`src/rtl/ysyx_22041071_hzd_ctrl.sv`:
```
// Hazard controller: outstanding-load scoreboard, load-use detection and
// IF/ID/EX stall/bubble/flush sequencing across redirect and memory waits.
module ysyx_22041071_hzd_sb_cnt #(
  parameter int SB_W = 2
) (
  input  logic clk,
  input  logic reset,
  input  logic inc,
  input  logic dec,
  output logic busy,
  output logic err
);
  logic [SB_W-1:0] cnt_q, cnt_d;

  always_comb begin
    cnt_d = cnt_q;
    err   = 1'b0;
    if (inc && !dec) begin
      if (cnt_q == {SB_W{1'b1}}) err = 1'b1;
      else                       cnt_d = cnt_q + SB_W'(1);
    end else if (dec && !inc) begin
      if (cnt_q == '0) err = 1'b1;
      else             cnt_d = cnt_q - SB_W'(1);
    end
  end

  always_ff @(posedge clk) begin
    if (reset) cnt_q <= '0;
    else       cnt_q <= cnt_d;
  end

  assign busy = (cnt_q != '0);
endmodule

module ysyx_22041071_hzd_ctrl #(
  parameter int SB_W  = 2,
  parameter int CNT_W = 16
) (
  input  logic             clk,
  input  logic             reset,
  input  logic             id_valid,
  input  logic [4:0]       id_rs1,
  input  logic [4:0]       id_rs2,
  input  logic             id_rs1_ren,
  input  logic             id_rs2_ren,
  input  logic [4:0]       id_rd,
  input  logic             id_load,
  input  logic             ex_ready,
  input  logic             wb_load_done,
  input  logic [4:0]       wb_rd,
  input  logic             redirect,
  input  logic             mem_busy,
  output logic             id_issue,
  output logic             pc_stall,
  output logic             if_id_stall,
  output logic             id_ex_bubble,
  output logic             if_id_flush,
  output logic [31:0]      sb_busy,
  output logic             sb_err,
  output logic [CNT_W-1:0] stall_cnt
);
  localparam logic [1:0] S_RUN     = 2'd0;
  localparam logic [1:0] S_FLUSH   = 2'd1;
  localparam logic [1:0] S_MEMWAIT = 2'd2;

  logic [1:0]       state_q, state_d;
  logic             pend_redir_q, pend_redir_d;
  logic             sb_err_q, sb_err_d;
  logic [CNT_W-1:0] stall_cnt_q, stall_cnt_d;
  logic [31:0]      cnt_err;
  logic             hazard, inc_en, dec_en;

  assign inc_en = id_issue & id_load & (id_rd != 5'd0);
  assign dec_en = wb_load_done & (wb_rd != 5'd0);

  // x0 is hardwired, so slot 0 never holds a counter
  assign sb_busy[0] = 1'b0;
  assign cnt_err[0] = 1'b0;
  for (genvar i = 1; i < 32; i++) begin : g_sb
    ysyx_22041071_hzd_sb_cnt #(.SB_W(SB_W)) u_cnt (
      .clk   (clk),
      .reset (reset),
      .inc   (inc_en && (id_rd == 5'(i))),
      .dec   (dec_en && (wb_rd == 5'(i))),
      .busy  (sb_busy[i]),
      .err   (cnt_err[i])
    );
  end

  assign hazard = id_valid &
                  ((id_rs1_ren & (id_rs1 != 5'd0) & sb_busy[id_rs1]) |
                   (id_rs2_ren & (id_rs2 != 5'd0) & sb_busy[id_rs2]));

  always_comb begin
    state_d      = state_q;
    pend_redir_d = pend_redir_q;
    id_issue     = 1'b0;
    pc_stall     = 1'b0;
    if_id_stall  = 1'b0;
    id_ex_bubble = 1'b0;
    if_id_flush  = 1'b0;
    case (state_q)
      S_RUN: begin
        if (mem_busy) begin
          pc_stall     = 1'b1;
          if_id_stall  = 1'b1;
          pend_redir_d = redirect;
          state_d      = S_MEMWAIT;
        end else if (redirect) begin
          if_id_flush  = 1'b1;
          id_ex_bubble = ex_ready;
          state_d      = S_FLUSH;
        end else begin
          id_issue     = id_valid & ~hazard & ex_ready;
          pc_stall     = id_valid & ~id_issue;
          if_id_stall  = id_valid & ~id_issue;
          id_ex_bubble = ex_ready & ~id_issue;
        end
      end
      S_FLUSH: begin
        if_id_flush  = 1'b1;
        id_ex_bubble = ex_ready;
        state_d      = mem_busy ? S_MEMWAIT : S_RUN;
      end
      S_MEMWAIT: begin
        // the pipe stays frozen on the release cycle; a remembered redirect
        // is then serviced by the FLUSH state
        pc_stall    = 1'b1;
        if_id_stall = 1'b1;
        if (mem_busy) begin
          pend_redir_d = pend_redir_q | redirect;
        end else begin
          state_d      = (pend_redir_q | redirect) ? S_FLUSH : S_RUN;
          pend_redir_d = 1'b0;
        end
      end
      default: state_d = S_RUN;
    endcase
    if (reset) begin
      id_issue     = 1'b0;
      pc_stall     = 1'b0;
      if_id_stall  = 1'b0;
      id_ex_bubble = 1'b0;
      if_id_flush  = 1'b0;
    end
  end

  always_comb begin
    sb_err_d    = sb_err_q | (|cnt_err);
    stall_cnt_d = stall_cnt_q;
    if (id_valid && !id_issue && (stall_cnt_q != {CNT_W{1'b1}}))
      stall_cnt_d = stall_cnt_q + CNT_W'(1);
  end

  always_ff @(posedge clk) begin
    if (reset) begin
      state_q      <= S_RUN;
      pend_redir_q <= 1'b0;
      sb_err_q     <= 1'b0;
      stall_cnt_q  <= '0;
    end else begin
      state_q      <= state_d;
      pend_redir_q <= pend_redir_d;
      sb_err_q     <= sb_err_d;
      stall_cnt_q  <= stall_cnt_d;
    end
  end

  assign sb_err    = sb_err_q;
  assign stall_cnt = stall_cnt_q;
endmodule

```
`config.mk`:
```
export PLATFORM = sky130hd
export DESIGN_NAME = ysyx_22041071_hzd_ctrl
export DESIGN_NICKNAME = d
export VERILOG_FILES = /design/src/rtl/ysyx_22041071_hzd_ctrl.sv
export SDC_FILE = /design/constraint.sdc
export NUM_CORES = 1
export LEC_CHECK = 0
export ABC_AREA = 1
export BUFFER_PORTS_ARGS = -buffer_cell sky130_fd_sc_hd__buf_2
export CORE_ASPECT_RATIO = 1.5
export CORE_MARGIN = 2
export CORE_UTILIZATION = 55
export DETAILED_ROUTE_END_ITERATION = 6
export PLACE_DENSITY_LB_ADDON = 0.05
export SYNTH_ARGS = -nofsm -noshare
export SYNTH_HDL_FRONTEND = slang
export SYNTH_HIERARCHICAL = 1
export SYNTH_SLANG_ARGS = --single-unit
```
`constraint.sdc`:
```
create_clock -name clk -period 3.1 [get_ports clk]
set_input_delay 0.155 -clock clk [delete_from_list [all_inputs] [get_ports clk]]
set_output_delay 0.155 -clock clk [all_outputs]
set_load 0.1 [all_outputs]
```
==> impl_metrics.py <==
metrics = {
    "outcome": {
        "run_status": "complete, but fails checks",
        "violations": "setup timing",
    },
    "worst_setup_path": {
        "end_kind": "flop",
        "r2r_slack_ns": -0.30,
        "crit_type": "flop to flop",
        "cp.required_ns": 3.29,
        "r2r_end": "sb_err",
        "startpoint": "g_sb[13].u_cnt/cnt_q[1]",
        "crit_fanout": 7,
        "endpoint": "sb_err",
        "crit_path_start_kind": "flop",
        "worstPathArrival_ns": 3.60,
        "ff2ff_path_depth": 25,
        "reg2reg_from": "g_sb[13].u_cnt/cnt_q[1]",
    },
    "placement": {
        "portBuffers": 82,
        "dpl_cell_area_sq_mm": 0.009671,
        "finalWeightedCongestion": 0.9584,
        "hpwl_mm": 17.48,
        "dp_slack_ns": -0.2692,
    },
    "die": {
        "die_w_um": 100.9,
        "core_region_area_sq_mm": 0.01386,
        "ios": 84,
        "die_height_um": 149.3,
        "start_util_pct": 55.87,
        "dieArea_sq_mm": 0.01506,
        "rows": 53,
    },
    "synth": {
        "synth_commonest_cells": "288 x nand2_1, 255 x inv_1, 233 x nor2_1, 100 x o21ai_0, 82 x dfxtp_1",
        "yosysSeqAreaShare_pct": 21.20,
        "synth_nets": 1392,
        "yosys_register_bits": 82,
        "synthMostInstantiatedCell": "nand2_1",
        "yosysUniqueCellTypes": 36,
        "yosys_warnings": 6,
        "synth_flop_cell": "dfxtp_1",
        "yosysTopAreaCell": "dfxtp_1",
        "synthCells": 1299,
        "synth_top_area_share_pct": 21.20,
        "avgSynthCellArea_sq_um": 5.961,
        "synthesis.area_sq_mm": 0.007744,
        "yosys-top-cells-area": "dfxtp_1 21%, nand2_1 14%, inv_1 12%",
        "ys_async_sr_fraction_pct": 0,
        "synth_edf_count": 0,
    },
    "route": {
        "routedWlPerCell_um": 13.57,
        "vias": 8966,
        "met2_length_mm": 12.14,
        "vias_per_cell": 5.147,
        "top_layer": "met4",
        "m1WireLength_mm": 8.849,
        "drtIter0Drc": 489,
        "drt_first_pass_iters": 6,
        "ant_nets": 0,
        "wl_met3_mm": 1.247,
        "wl_mm": 23.64,
        "remaining_drc_errors": 0,
    },
    "cells_and_area": {
        "num-nets-final": 1664,
        "drive_gt1_share_pct": 31.79,
        "finish.utilization_pct": 77.11,
        "design_area_sq_mm": 0.01069,
        "synthToLayoutAreaGrowth_pct": 38.02,
    },
    "sta": {
        "slew_violations": 0,
        "fin_crit_sh_pct": 109.8,
        "finalWorstSetupSlack_ns": -0.3046,
        "timing.fmax_mhz": 293.7,
        "rsz0062_at_grt": "yes",
        "hold_viol": 0,
        "tightestPinTransition_ns": 1.021,
        "fin_crit_ns": 3.405,
        "skew_ns": 0.007980,
        "whs_ns": 0.04044,
        "slew_headroom_pct": 31.63,
        "finalSetupViolCount": 1,
    },
    "pwr": {
        "power.density_mw_per_mm2": 261.3,
        "totalPowerFinal_mw": 2.793,
        "p_clk_share_pct": 41.0,
        "power_leakage_nw": 5.486,
        "combPwrFrac_pct": 20.1,
        "cell_internal_pwr_mw": 1.894,
        "p_sw_share_pct": 32.20,
        "peakVddDrop_mv": 0.2136,
        "p_sw_uw": 899.2,
        "p_seq_share_pct": 38.8,
    },
    "grt": {
        "grt_pass1_wl_mm": 35.77,
        "grtUsageTotal_pct": 29.58,
        "grt_pass1_vias": 8216,
        "grt_max_degree": 53,
        "grt_antenna_before_repair": 0,
        "grt-ovfl-total": 0,
    },
    "clock_tree": {
        "cts_root_buf": "clkbuf_16",
        "cts_tree": "done",
        "path_clk_slew_ns": 0.07,
        "cts_buffer_depth": 2,
        "clock_sinks": 82,
        "cts_max_level": 3,
        "cts_buffers": 9,
        "worst_skew_pair.late_latency_ns": 0.35,
    },
    "min_path": {
        "worstHoldStart": "mem_busy",
        "hp-class": "input pin to flop",
    },
    "run": {
        "cap_viol_max_count": 0,
    },
}
-- power by group through the flow --
stage	clock (mW)	combinational (mW)	sequential (mW)
2_1_floorplan	0	0.323	1.14
3_3_place_gp	0	0.519	1.11
3_5_place_dp	0	0.522	1.11
4_1_cts	1.16	0.532	1.08
5_1_grt	1.21	0.603	1.09
6_report	1.15	0.563	1.08
-- cell families (layout without fill, tap and decap cells) --
logic type	count (synthesis)	in the layout	synth area share (%)
AOI/OAI and AO/OA	168	168	12.33
buffers and inverters	276	552	14.28
adders and majority gates	63	63	10.18
xor gates and xnor gates	14	14	1.583
other	1	2	0.04843
and+or+nand+nor	695	696	40.38
DFF	82	82	21.20
-- worst min-delay path by stage --
stage,end,slack [ns],cells past startpoint
global route,state_q[0],0.04,2
finish,state_q[0],0.04,2
detailed placement,state_q[0],0.40,2
floorplan,state_q[0],0.24,1
CTS,state_q[0],0.03,2
global placement,state_q[0],0.39,2
-- routing by layer --
metal	up-vias	track usage [%]
met2	284	55.50
li1	4549	-
met3	90	4.030
met4	0	15.00
met1	4043	31.47
met5	-	0
-- per-stage QoR --
| stage | std cells | setup TNS (ns) |
|---|---|---|
| finish | 1742 | -0.3046 |
| global route | 1741 | -2.659 |
| CTS | 1728 | -0.1608 |
| detailed placement | 1706 | -0.2692 |
| global placement | 1706 | -0.2200 |
| floorplan | 1299 | -0.7590 |
-- final cells by class --
cell class	instances	area, sq um
clock buffer	10	239.0
tap	165	206.4
antenna	1	2.502
clock inverter	6	73.82
multi-input combinational	942	5573
inverter	258	972.2
sequential	82	1648
fill	1104	3172
timing repair buffer	278	1973
-- state kept, by name, indices dropped and copies added, names as in the netlist --
register / count
g_sb.u_cnt/cnt_q: 62
pend_redir_q: 1
sb_err: 1
stall_cnt: 16
state_q: 2
-- layout by cell type (no fill, tap or decap), types with 4 or more instances in the layout --
master     instances
a21oi_1           24
buf_4            181
nor2_4            36
buf_12             4
buf_2             82
buf_6             11
ha_2               5
nor2_2            27
nand2_4            6
nand2_2           34
ha_4               7
o21a_1            31
nand3_1           52
nor4_1             7
nor2_1           189
dfxtp_2            5
xor2_1            11
o21ai_1           14
ha_1              51
nand3_2           35
dfxtp_1           77
inv_1            226
clkbuf_16          9
nor4_2             5
nand2_1          281
o21ai_0           83
o211ai_1           8
nor3_1             9
inv_2             30
-- timing repair --
item	4_1_cts	5_1_grt
setup buffers	7	15
pin swaps	13	53
hold buffers	0	0
gates cloned	0	1
hold endpoints to repair	0	0
setup endpoints to repair	1	24
gates resized for setup	38	136
-- worst max-delay path, stage by stage, from the launching register on --
cell and delay [ns]:
dfxtp_1 0.32, nor2_2 0.13, inv_1 0.08, inv_2 0.10, nand2_1 0.07, o211ai_2 0.08, nand3_1 0.10, nand3_1 0.09
nand2_1 0.07, nor2_2 0.15, nor2_4 0.06, nor2_4 0.13, nand3_4 0.11, nor2_8 0.16, buf_12 0.14, nand2_8 0.10
buf_6 0.20, nor2_4 0.09, inv_1 0.05, ha_1 0.19, nand2_1 0.07, o21ai_1 0.08, nor4_2 0.32, nand2_1 0.14
nor2_2 0.14, a31oi_1 0.09
No activity file was read; power rests on OpenSTA's default activity.
